<file path="config.mk">
export PLATFORM = sky130hd
export DESIGN_NAME = lsu_mem_initiator
export DESIGN_NICKNAME = d
export VERILOG_FILES = /design/src/rtl/lsu_mem_initiator.sv
export SDC_FILE = /design/constraint.sdc
export NUM_CORES = 1
export LEC_CHECK = 0
export BUFFER_PORTS_ARGS = -buffer_cell sky130_fd_sc_hd__buf_2
export CAP_MARGIN = 10
export CORE_MARGIN = 4
export CORE_UTILIZATION = 45
export CTS_BUF_LIST = sky130_fd_sc_hd__clkbuf_8 sky130_fd_sc_hd__clkbuf_16
export CTS_CLUSTER_DIAMETER = 60
export DETAILED_ROUTE_END_ITERATION = 16
export PLACE_DENSITY = 0.68
export SYNTH_ARGS = -nofsm -noshare
export SYNTH_HDL_FRONTEND = slang
export SYNTH_SLANG_ARGS = --single-unit
</file>
<file path="constraint.sdc">
create_clock -name clock -period 2.9 [get_ports clock]
set_input_delay 0.58 -clock clock [delete_from_list [all_inputs] [get_ports clock]]
set_output_delay 0.58 -clock clock [all_outputs]
set_load 0.01 [all_outputs]
</file>
<file path="src/rtl/lsu_mem_initiator.sv">
`default_nettype none
// ============================================================================
// Module : lsu_mem_initiator
// Brief  : Load/store initiator; range-checks requests, splits misaligned
//          half/word accesses into byte accesses, extends load data.
// Rev    : 1.0
// ============================================================================
module lsu_mem_initiator #(
  parameter logic [31:0] BASE_ADDR        = 32'h0100_0000,
  parameter int unsigned MEM_BYTES        = 1048576,
  parameter bit          SPLIT_MISALIGNED = 1'b1
) (
  input  logic        clock,
  input  logic        reset_n,
  input  logic        req_valid,
  output logic        req_ready,
  input  logic        req_store,
  input  logic [31:0] req_addr,
  input  logic [31:0] req_wdata,
  input  logic [1:0]  req_size,
  input  logic        req_signed,
  output logic        resp_valid,
  output logic [31:0] resp_rdata,
  output logic        resp_fault,
  output logic [31:0] mem_address,
  output logic [31:0] mem_data_in,
  output logic        mem_read_write,
  output logic        mem_is_sign,
  output logic [1:0]  mem_access_size,
  input  logic [31:0] mem_data_out
);

  typedef enum logic [1:0] {
    IDLE   = 2'd0,
    ACCESS = 2'd1,
    SPLIT  = 2'd2,
    RESP   = 2'd3
  } state_t;

  localparam logic [32:0] c_last_addr = {1'b0, BASE_ADDR} + 33'(MEM_BYTES) - 33'd1;

  state_t      r_state;
  state_t      w_next;
  logic        r_ready;
  logic        r_store;
  logic        r_signed;
  logic [1:0]  r_size;
  logic [31:0] r_wdata;
  logic [1:0]  r_idx;
  logic [1:0]  r_last;
  logic [31:0] r_asm;
  logic [31:0] r_mem_addr;
  logic [31:0] r_mem_wdata;
  logic [1:0]  r_mem_size;
  logic        r_resp_valid;
  logic        r_resp_fault;
  logic [31:0] r_resp_rdata;

  logic [1:0]  w_last;
  logic [32:0] w_end;
  logic        w_misal;
  logic        w_fault;
  logic        w_accept;
  logic [1:0]  w_idx_n;
  logic [7:0]  w_next_byte;
  logic [31:0] w_load_raw;
  logic [31:0] w_load_ext;

  // Range check uses 33 bits so an address sum that wraps past 2^32 also faults.
  always_comb begin
    w_last = 2'd3;
    if (req_size == 2'b00) w_last = 2'd0;
    else if (req_size == 2'b01) w_last = 2'd1;
  end

  assign w_end    = {1'b0, req_addr} + {31'b0, w_last};
  assign w_misal  = ((req_size == 2'b01) && req_addr[0]) ||
                    ((req_size == 2'b10) && (req_addr[1:0] != 2'b00));
  assign w_fault  = (req_size == 2'b11) || (req_addr < BASE_ADDR) ||
                    (w_end > c_last_addr) || (w_misal && !SPLIT_MISALIGNED);
  assign w_accept = req_valid && r_ready;

  assign w_idx_n     = r_idx + 2'd1;
  assign w_next_byte = r_wdata[8*w_idx_n +: 8];

  always_comb begin
    w_next = r_state;
    case (r_state)
      IDLE: begin
        if (w_accept) begin
          if (w_fault)      w_next = RESP;
          else if (w_misal) w_next = SPLIT;
          else              w_next = ACCESS;
        end
      end
      ACCESS:  w_next = RESP;
      SPLIT:   if (r_idx == r_last) w_next = RESP;
      RESP:    w_next = IDLE;
      default: w_next = IDLE;
    endcase
  end

  // Load value as it stands at the closing edge, including the byte on the bus now.
  always_comb begin
    w_load_raw = r_asm;
    if (r_state == ACCESS) w_load_raw = mem_data_out;
    else                   w_load_raw[8*r_idx +: 8] = mem_data_out[7:0];
  end

  always_comb begin
    case (r_size)
      2'b00:   w_load_ext = {{24{r_signed & w_load_raw[7]}},  w_load_raw[7:0]};
      2'b01:   w_load_ext = {{16{r_signed & w_load_raw[15]}}, w_load_raw[15:0]};
      default: w_load_ext = w_load_raw;
    endcase
  end

  always_ff @(posedge clock or negedge reset_n) begin
    if (!reset_n) begin
      r_state      <= IDLE;
      r_ready      <= 1'b0;
      r_store      <= 1'b0;
      r_signed     <= 1'b0;
      r_size       <= 2'b00;
      r_wdata      <= '0;
      r_idx        <= 2'd0;
      r_last       <= 2'd0;
      r_asm        <= '0;
      r_mem_addr   <= '0;
      r_mem_wdata  <= '0;
      r_mem_size   <= 2'b00;
      r_resp_valid <= 1'b0;
      r_resp_fault <= 1'b0;
      r_resp_rdata <= '0;
    end else begin
      r_state      <= w_next;
      r_ready      <= (w_next == IDLE);
      r_resp_valid <= (w_next == RESP);
      r_resp_fault <= w_accept && w_fault;
      r_resp_rdata <= '0;
      if ((w_next == RESP) && !r_store && ((r_state == ACCESS) || (r_state == SPLIT)))
        r_resp_rdata <= w_load_ext;

      if (w_accept) begin
        r_store  <= req_store;
        r_signed <= req_signed;
        r_size   <= req_size;
        r_wdata  <= req_wdata;
        r_idx    <= 2'd0;
        r_last   <= w_last;
        r_asm    <= '0;
        if (!w_fault) begin
          r_mem_addr  <= req_addr;
          r_mem_size  <= w_misal ? 2'b00 : req_size;
          r_mem_wdata <= w_misal ? {24'b0, req_wdata[7:0]} : req_wdata;
        end
      end

      if (r_state == SPLIT) begin
        r_asm <= w_load_raw;
        if (r_idx != r_last) begin
          r_idx       <= w_idx_n;
          r_mem_addr  <= r_mem_addr + 32'd1;
          r_mem_wdata <= {24'b0, w_next_byte};
        end
      end
    end
  end

  assign req_ready       = r_ready;
  assign resp_valid      = r_resp_valid;
  assign resp_fault      = r_resp_fault;
  assign resp_rdata      = r_resp_rdata;
  assign mem_address     = r_mem_addr;
  assign mem_data_in     = r_mem_wdata;
  assign mem_access_size = r_mem_size;
  assign mem_read_write  = r_store && ((r_state == ACCESS) || (r_state == SPLIT));
  assign mem_is_sign     = 1'b0;

endmodule
`default_nettype wire

</file>
==> results of run 1 <==
-- cell usage in the layout (no fill, tap or decap), types with 13 or more instances in the layout --
cell	synthesis	routed
buf_2	8	203
mux2i_1	25	25
a21oi_1	113	112
buf_4	4	43
nand3_1	46	45
nor2_1	89	88
nand2_1	230	229
o21ai_0	37	37
clkbuf_16	0	17
nor2b_1	26	26
dfrtp_1	175	175
and3_1	13	13
-- critical path, stage by stage --
cell and delay, ns:
buf_2 0.11, or2_4 0.27, ha_4 0.17, fa_2 0.41
nand3_2 0.07, nor4_1 0.05, a211o_1 0.25, a21oi_1 0.12
and4_2 0.27, buf_4 0.15, nand3_4 0.12, buf_6 0.19
buf_12 0.15, nand2_1 0.08, a21oi_1 0.06
-- per-stage QoR --
stage / total power (uW) / setup TNS, ns / setup slack (ns)
final: 9820 / 0 / 0.123
after CTS: 9870 / 0 / 0.0989
after global routing: 10500 / 0 / 0.00818
after global placement: 7490 / -22.41 / -0.279
after detailed placement: 7580 / -27.53 / -0.351
after floorplan: 6280 / -0.0669 / -0.0186
-- layout make-up --
cell class                      count  area (um2)
Tap cell                          260         325
Clock inverter                     14         141
Sequential cell                   175        4380
Inverter                            8        30.0
Multi-Input combinational cell    726        4080
Timing Repair Buffer              257        1540
Fill cell                        1721        7960
Clock buffer                       18         439
-- cell families (layout without fill, tap and decap cells) --
family	Yosys count	in the layout	synth area share
adders and majority gates	12	12	0.0180
buffers and inverters	68	297	0.0393
other	1	1	0.000429
xor gates and xnor gates	3	3	0.00300
DFF	175	175	0.501
and+or+nand+nor	460	460	0.240
AOI/OAI and AO/OA	214	214	0.146
muxes	36	36	0.0531
-- layer usage --
layer | vias to the layer above | global-route usage | part of all wire | routed length, um
met1 | 3755 | 0.325 | 0.46 | 11500
met3 | 33 | 0.0586 | 0.065 | 1620
met5 | - | 0 | 0.0019 | 47
met2 | 244 | 0.351 | 0.46 | 11300
li1 | 3792 | - | - | -
met4 | 6 | 0.0522 | 0.013 | 315
-- registers in the layout, summed over array words and instances, names as in the netlist --
signal	cells
mem_access_size	2
mem_address	32
mem_data_in	32
r_asm	32
r_idx	2
r_last	2
r_signed	1
r_size	2
r_state	2
r_store	1
r_wdata	32
req_ready	1
resp_fault	1
resp_rdata	32
resp_valid	1
-- worst paths after layout --
path | endpoint | slack, ns | cells past startpoint
max | mem_data_in[14]$_DFF_PN0_ | 0.12 | 15
min | mem_address[13]$_DFF_PN0_ | 0.18 | 1
max reg2reg | resp_rdata[17]$_DFF_PN0_ | 0.32 | 10
min reg2reg | r_wdata[31]$_DFFE_PN0P_ | 0.47 | 2
max in group asynchronous | r_asm[13]$_DFFE_PN0P_ | 2.00 | 2
min in group clock | r_store$_DFFE_PN0P_ | 0.35 | 3
-- repair_timing --
action | CTS | global route
setup endpoints to repair | 0 | 30
resized for setup | 0 | 4
setup buffers | 0 | 0
-- where the power goes --
part	total, uW	switching [uW]	internal [uW]
logic	3890	2320	1570
clock network	2270	980	1290
registers	3660	481	3170
==> impl_results.md, run 1 <==
- Setup crit start kind: input pin
- Max transition margin: 0.481
- First element of the critical path: req_size[1]
- # rows: 50
- Die width: 147 um
- Final hold violation count: 0
- CTS hold repair buffers: 0
- Largest fanout on the critical path: 26
- Worst Max-Slew Pin Slew: ~0.78 ns
- RSZ-0062 raised after global routing: no
- Initial antenna violation count: 3
- DP Cell Count: 1,426
- Crit path capture type: flop
- Pre-antenna DRT Iters: 5
- Num CTS Buffers: 17
- Clk pin slew, worst setup/hold paths: ~0.07 ns
- CP required: approximately 3.2 ns
- Sequential share of the synthesized area: 0.501
- Detailed Route WL: 24,800 um
- Synth-to-Final Area Change: 25.0%
- Initial core utilization: 0.463
- Post-route insts no fill: between 1,000 and 1,500
- Post-layout min period: 2.78 ns
- Clock Skew: about 0.015 ns
- Final setup fails: 0
- Remaining DRCs: 0
- Detailed-placement wirelength estimate: approximately 18,000 um
- Number of max-cap violations: 0
- Total global-route track usage: 0.227
- WL/cell: between 15 and 20 um
- Final Util: 0.579
- EDFF count, synth: 0
- Synth warnings: 0
- Largest area contributor in the netlist: dfrtp_1
- Cell Area, Synth: between 8000 and 9000 um2
- Worst setup path category: in -> reg
- Ports: between 200 and 250
- FMAX: approximately 360 MHz
- Vias in the first global route: between 7,000 and 8,000
- Syn Area/Cell: about 9 um2
- First-pass GRT wire length: 40,000 um
- IO buf count: approximately 200
- LEAKAGE: 0.00543 uW
- Htree depth: 4
- Status: finished clean
- Largest net degree at the start of global routing: 77
- Top-count cell post-synth: nand2_1
- Ys flop type: dfrtp_1
- Placer Congestion: 0.932
- Dpl cell area: approximately 10,000 um2
- Layout cells sized above 1: 0.272
- Top cells by area, synth: dfrtp_1 (50%), nand2_1 (9.9%), a21oi_1 (6.5%)
- Hold_ws: 0.177 ns
- Max Transition Viols Final: 0
- Root Buffer: clkbuf_16
- Worst-Skew Late Latency: around 0.42 ns
- GRT overflow: 0
- Starting DRT DRC Count: 594
- Period utilization: 0.957
- Crit path DAT: about 3.1 ns
- Synth Instances: slightly below 1,000
- Syn Nets: between 1,000 and 1,500
- Total die area: around 22,000 um2
- Detailed-route via count: between 7,000 and 8,000
- CTS Sinks: 175
- Vias per cell: roughly 5.4
- Final antenna-violating net count: 0
- Synthesized flop and latch total: 175
- Library cells used by synthesis: 66
- Cell Pwr Density: ~900 nW/um2
- VDD IR max: between 0.0005 and 0.0006 V
- Post-synth ARST share: 1.00
- Clock buffer depth: 2
- Synth top area share: 0.501
- Final nets: between 1,000 and 1,500
- Finished Cell Area: around 11,000 um2
- Worst Hold Class: in -> async
- Commonest cells in the netlist: nand2_1 (230), dfrtp_1 (175), a21oi_1 (113)
- CTS tree: built
- Die height: around 150 um
- Core ar.: about 19,000 um2
- Reg2reg start: r_idx[0]$_DFF_PN0_
- Diodes inserted: 0
Power figures use the tool's default switching activity.
==> run 2: changes to the inputs <==
--- a/config.mk
+++ b/config.mk
@@ -7,11 +7,12 @@
 export LEC_CHECK = 0
 export BUFFER_PORTS_ARGS = -buffer_cell sky130_fd_sc_hd__buf_2
 export CAP_MARGIN = 10
-export CORE_MARGIN = 4
+export CORE_MARGIN = 8
 export CORE_UTILIZATION = 45
 export CTS_BUF_LIST = sky130_fd_sc_hd__clkbuf_8 sky130_fd_sc_hd__clkbuf_16
 export CTS_CLUSTER_DIAMETER = 60
 export DETAILED_ROUTE_END_ITERATION = 16
+export MAX_ROUTING_LAYER = met4
 export PLACE_DENSITY = 0.68
 export SYNTH_ARGS = -nofsm -noshare
 export SYNTH_HDL_FRONTEND = slang
==> run 2 against run 1 <==
  * Clock skew decreased by 0.0048 ns
  * Sequential power about the same
  * Cell area decreased by 0.18%
  * Worst hold slack got worse by 0.078 ns
  * Via count increased by 1.9%
  * Non-clock buffer count increased by 4
  * Final cell count increased by 0.89%
  * Critical path depth decreased by 1
  * Power decreased by 0.14%
  * Core utilization decreased by 1.2 points
  * Flip-flop and latch count unchanged
  * Fmax increased by 1.2%
  * Largest cell class unchanged
==> impl_results.md, run 2 (synthesis results as in run 1) <==
- LEAKAGE: ~0.0054 uW
- Detailed Route WL: roughly 26,000 um
- Clock buffer depth: 2
- Largest fanout on the critical path: 16
- Largest net degree at the start of global routing: slightly above 70
- Final setup fails: 0
- Final hold violation count: 0
- CTS Sinks: between 150 and 200
- Placer Congestion: between 0.8 and 0.9
- Pre-antenna DRT Iters: 5
- Setup crit start kind: input pin
- Final antenna-violating net count: 0
- Initial core utilization: 0.454
- Worst Max-Slew Pin Slew: ~0.8 ns
- GRT overflow: 0
- Initial antenna violation count: 4
- Worst-Skew Late Latency: ~0.44 ns
- Crit path DAT: around 3.0 ns
- Final nets: 1,305
- Clock Skew: just under 0.01 ns
- Ports: about 210
- Crit path capture type: flop
- Total global-route track usage: 0.222
- Most common cell after layout, fill and taps aside: nand2_1
- Root Buffer: clkbuf_16
- Htree depth: 4
- Most frequent cells in the layout: nand2_1 (229), buf_2 (203), dfrtp_1 (175)
- WL/cell: around 18 um
- Die width: approximately 160 um
- Core ar.: roughly 19,000 um2
- # rows: a little over 50
- Final Util: 0.566
- Synth-to-Final Area Change: 24.8%
- Vias in the first global route: roughly 8,000
- Num CTS Buffers: 17
- Vias per cell: between 5 and 6
- Max transition margin: 0.478
- Status: finished clean
- Worst Hold Class: in -> async
- RSZ-0062 raised after global routing: no
- First-pass GRT wire length: approximately 42,000 um
- VDD IR max: 0.000535 V
- IO buf count: 204
- Detailed-route via count: about 8,000
- Total die area: between 20,000 and 25,000 um2
- Clk pin slew, worst setup/hold paths: roughly 0.070 ns
- Post-layout min period: between 2 and 3 ns
- Fill count: 1,832
- Layout cells sized above 1: 0.275
- Number of max-cap violations: 0
- Starting DRT DRC Count: between 500 and 600
- Cell Pwr Density: 898 nW/um2
- Detailed-placement wirelength estimate: 18,600 um
- Worst reg-to-reg setup slack: 0.23 ns
- CP required: 3.18 ns
- Period utilization: 0.946
- Hold_ws: about 0.099 ns
- CTS tree: built
- FMAX: 364 MHz
- Die height: about 160 um
- Remaining DRCs: 0
- Worst setup path category: in -> reg
- Max Transition Viols Final: 0
-- run 2: cell count changes in the layout (fill, tap and decap cells not counted), sizes merged --
cell	delta
buf	+4
diode	+4
bufinv	-2
clkinvlp	+2
inv	-2
clkinv	+1
nand4	+1
-- run 2: final cells by class --
class,instances,area (um2),share of cell area
Antenna cell,4,10.0,0.000917
Clock buffer,18,439,0.0402
Clock inverter,13,111,0.0102
Inverter,8,30.0,0.00275
Multi-Input combinational cell,727,4100,0.375
Sequential cell,175,4380,0.401
Tap cell,265,332,0.0304
Timing Repair Buffer,261,1520,0.139
-- run 2: repair_timing --
action / in CTS / in global routing
hold buffers: 0 / 0
endpoints found under the setup margin: 0 / 26
gates resized for setup: 0 / 3
buffers inserted: 0 / 1
endpoints found under the hold margin: 0 / 0
-- run 2: critical path: stages --
cell and delay, ns:
buf_2 0.10, or2_4 0.26, ha_4 0.17, fa_2 0.41, nand3_2 0.07, nor4_1 0.05, a211o_1 0.26, a21oi_1 0.11
and4_1 0.17, buf_4 0.20, nand3_4 0.16, o211ai_4 0.24, buf_12 0.17, a21oi_1 0.05
-- run 2: metrics by stage --
stage	std cells	cell area (um2)	setup TNS, ns	worst slack [ns]	total power, uW
floorplan	969	8780	-0.0669	-0.0186	6280
global placement	1434	10300	-18.12	-0.249	7570
detailed placement	1434	10300	-21.10	-0.308	7650
CTS	1465	10900	0	0.128	9840
global route	1471	10900	0	0.0321	10500
finish	1471	10900	0	0.155	9810
-- run 2: metal layers --
layer / GRT usage / vias to the layer above / part of all wire
li1: - / 3823 / -
met1: 0.284 / 3823 / 0.43
met2: 0.346 / 295 / 0.47
met3: 0.0524 / 36 / 0.078
met4: 0.0689 / 0 / 0.020
met5: - / - / 0
-- run 2: worst paths after layout --
kind / cells past startpoint / to / from
setup reg to reg: 10 / resp_rdata[19]$_DFF_PN0_ / r_idx[0]$_DFF_PN0_
setup / recovery: 14 / resp_rdata[19]$_DFF_PN0_ / req_size[1]
hold reg to reg: 2 / r_wdata[19]$_DFFE_PN0P_ / r_wdata[19]$_DFFE_PN0P_
hold / removal: 1 / mem_address[13]$_DFF_PN0_ / reset_n
max in group asynchronous: 2 / mem_access_size[0]$_DFFE_PN0P_ / reset_n
min in group clock: 3 / r_signed$_DFFE_PN0P_ / req_signed
-- run 2: power by group --
group | internal [uW] | switching (uW) | leakage (uW)
registers | 3180 | 480 | 0.00226
clock network | 1130 | 1050 | 0.000265
logic | 1600 | 2370 | 0.00288
==> run 3: changes to the inputs <==
--- a/config.mk
+++ b/config.mk
@@ -13,7 +13,7 @@
 export CTS_CLUSTER_DIAMETER = 60
 export DETAILED_ROUTE_END_ITERATION = 16
 export MAX_ROUTING_LAYER = met4
-export PLACE_DENSITY = 0.68
+export PLACE_DENSITY_LB_ADDON = 0.05
 export SYNTH_ARGS = -nofsm -noshare
 export SYNTH_HDL_FRONTEND = slang
 export SYNTH_SLANG_ARGS = --single-unit
==> constraint.sdc (replaced) <==
create_clock -name clock -period 2.3 [get_ports clock]
set_input_delay 0.46 -clock clock [delete_from_list [all_inputs] [get_ports clock]]
set_output_delay 0.46 -clock clock [all_outputs]
set_load 0.01 [all_outputs]
==> run 3 against run 2 <==
  * The flow now finishes with violations (setup timing)
  * Combinational power grew 40%
  * Critical path depth unchanged
  * Via count grew 2.2%
  * Worst setup slack lost 0.51 ns
  * Final cell count up 4.9%
  * Highest routed layer unchanged
==> impl_results.md, run 3 (synthesis results as in run 1) <==
- Detailed-route via count: between 8,000 and 9,000
- Worst-Skew Late Latency: roughly 0.43 ns
- Vias per cell: ~5.3
- Clock buffer depth: 2
- Most frequent cells in the layout: nand2_1 (220), buf_2 (201), dfrtp_1 (175)
- Cell Pwr Density: around 1100 nW/um2
- Setup WS post-layout: -0.357 ns
- Clock Skew: 0.0119 ns
- IO buf count: approximately 200
- Crit path capture type: flop
- CP required: 2.62 ns
- Initial antenna violation count: 3
- Global Route met3 Usage: 0.0505
- Num CTS Buffers: 17
- Crit-path most repeated cell: a211o_1
- RSZ-0062 raised after global routing: yes
- Final antenna-violating net count: 0
- Max Transition Viols Final: 0
- Number of max-cap violations: 0
- Area of the multi-input gates: 4600 um2
- Worst setup path category: in -> reg
- Reg2reg start: r_idx[0]$_DFF_PN0_
- Die width: around 160 um
- Power Total: between 10,000 and 15,000 uW
- Worst Max-Slew Pin Slew: 0.784 ns
- Root Buffer: clkbuf_16
- LEAKAGE: approximately 0.006 uW
- Min-Delay Startpoint: req_store
- Post-layout min period: roughly 2.7 ns
- Die height: between 150 and 200 um
- Total die area: about 24,000 um2
- GRT Max-Usage Layer: met2
- CTS Sinks: around 180
- Ports: approximately 200
- Detailed Route WL: about 28,000 um
- CP peak stage delay: 0.36 ns
- Clk pin slew, worst setup/hold paths: around 0.07 ns
- FMAX: around 380 MHz
- Htree depth: 4
- Detailed-placement wirelength estimate: slightly below 20,000 um
- Placer Congestion: ~0.9
- Largest fanout on the critical path: 8
- Pre-antenna DRT Iters: 5
- GRT overflow: 0
- Dpl cell area: 10,900 um2
- Core ar.: about 19,000 um2
- Final nets: about 1,400
- Largest net degree at the start of global routing: 72
- Synth-to-Final Area Change: 39.6%
- Fill count: approximately 1,700
- VDD IR max: between 0.0006 and 0.0007 V
- Final Util: 0.634
- First-pass GRT wire length: around 44,000 um
- Remaining DRCs: 0
- Setup TNS: -26.68 ns
- Setup crit start kind: input pin
- Final setup fails: ~100
- Period utilization: 1.16
- Area occupied by registers: about 4400 um2
- Total global-route track usage: 0.233
- Layout cells sized above 1: 0.388
- Most common cell after layout, fill and taps aside: nand2_1
- First element of the critical path: req_size[1]
- # rows: 51
- Starting DRT DRC Count: 529
- Setup WS pre-CTS: -0.849 ns
- Initial core utilization: 0.454
- WL/cell: 17.8 um
- Crit path DAT: about 3 ns
- Met2 Track Usage GR: 0.364
- CP Cell Sequence: buf_8 > or2_4 > ha_4 > fa_2 > nand3_2 > nor4_2 > a211o_1 > a21oi_2 > and4_4 > buf_6 > nand4_4 > buf_12 > and3_4 > a211o_1
- CTS tree: built
- Worst Hold Class: in -> reg
- Finished Cell Area: between 10,000 and 15,000 um2
- Met1 Resource Use GR: 0.302
- Failing checks: setup timing
- Status: finished, violations left
- Final hold violation count: 0
- Max transition margin: 0.477
- Vias in the first global route: just over 8,000
- Crit path max-delay cell type: fa_2
run 3: path summary, 6_finish.rpt:
kind | depth (start not counted) | end | slack [ns]
hold reg to reg | 2 | r_wdata[12]$_DFFE_PN0P_ | 0.47
hold / removal | 3 | r_store$_DFFE_PN0P_ | 0.22
setup / recovery | 14 | mem_address[12]$_DFF_PN0_ | -0.36
min in group asynchronous | 2 | mem_address[11]$_DFF_PN0_ | 0.56
setup reg to reg | 9 | mem_address[17]$_DFF_PN0_ | 0.02
max in group asynchronous | 3 | resp_rdata[23]$_DFF_PN0_ | 1.07
run 3: repair_timing:
action,in CTS,in global routing
endpoints found under the setup margin,102,102
hold buffers,1,0
endpoints found under the hold margin,2,0
cloned,2,2
pin swaps,17,14
gates resized for setup,75,28
setup buffers,12,6
run 3: cell type report:
cell class / instances / area share
diodes: 3 / 0.000615
clock buffers: 18 / 0.0360
clock inverters: 14 / 0.0122
inverters: 8 / 0.00246
multi-input cells: 726 / 0.377
flip-flops and latches: 175 / 0.359
well taps: 265 / 0.0272
repair buffers: 334 / 0.186
run 3: power breakdown:
part	switching [uW]	internal (uW)	total, uW
combinational	3250	2310	5550
sequential	591	4010	4600
clock	1350	1560	2920
run 3: stage by stage:
step,hold slack [ns],cells
global route,0.226,1543
detailed placement,0.460,1485
finish,0.219,1543
CTS,0.207,1532
floorplan,0.164,969
global placement,0.455,1485
run 3: routing by layer:
metal,vias up,routed length (um)
met5,-,0
li1,3974,-
met2,234,12900
met3,32,1580
met4,0,473
met1,3915,12600
run 3: critical path, delay by kind of cell:
| family | cells | cell delay [ns] |
|---|---|---|
| compound gates | 3 | 0.67 |
| fa+ha+maj | 2 | 0.54 |
| buf+inv | 3 | 0.38 |
| simple gates | 6 | 0.90 |
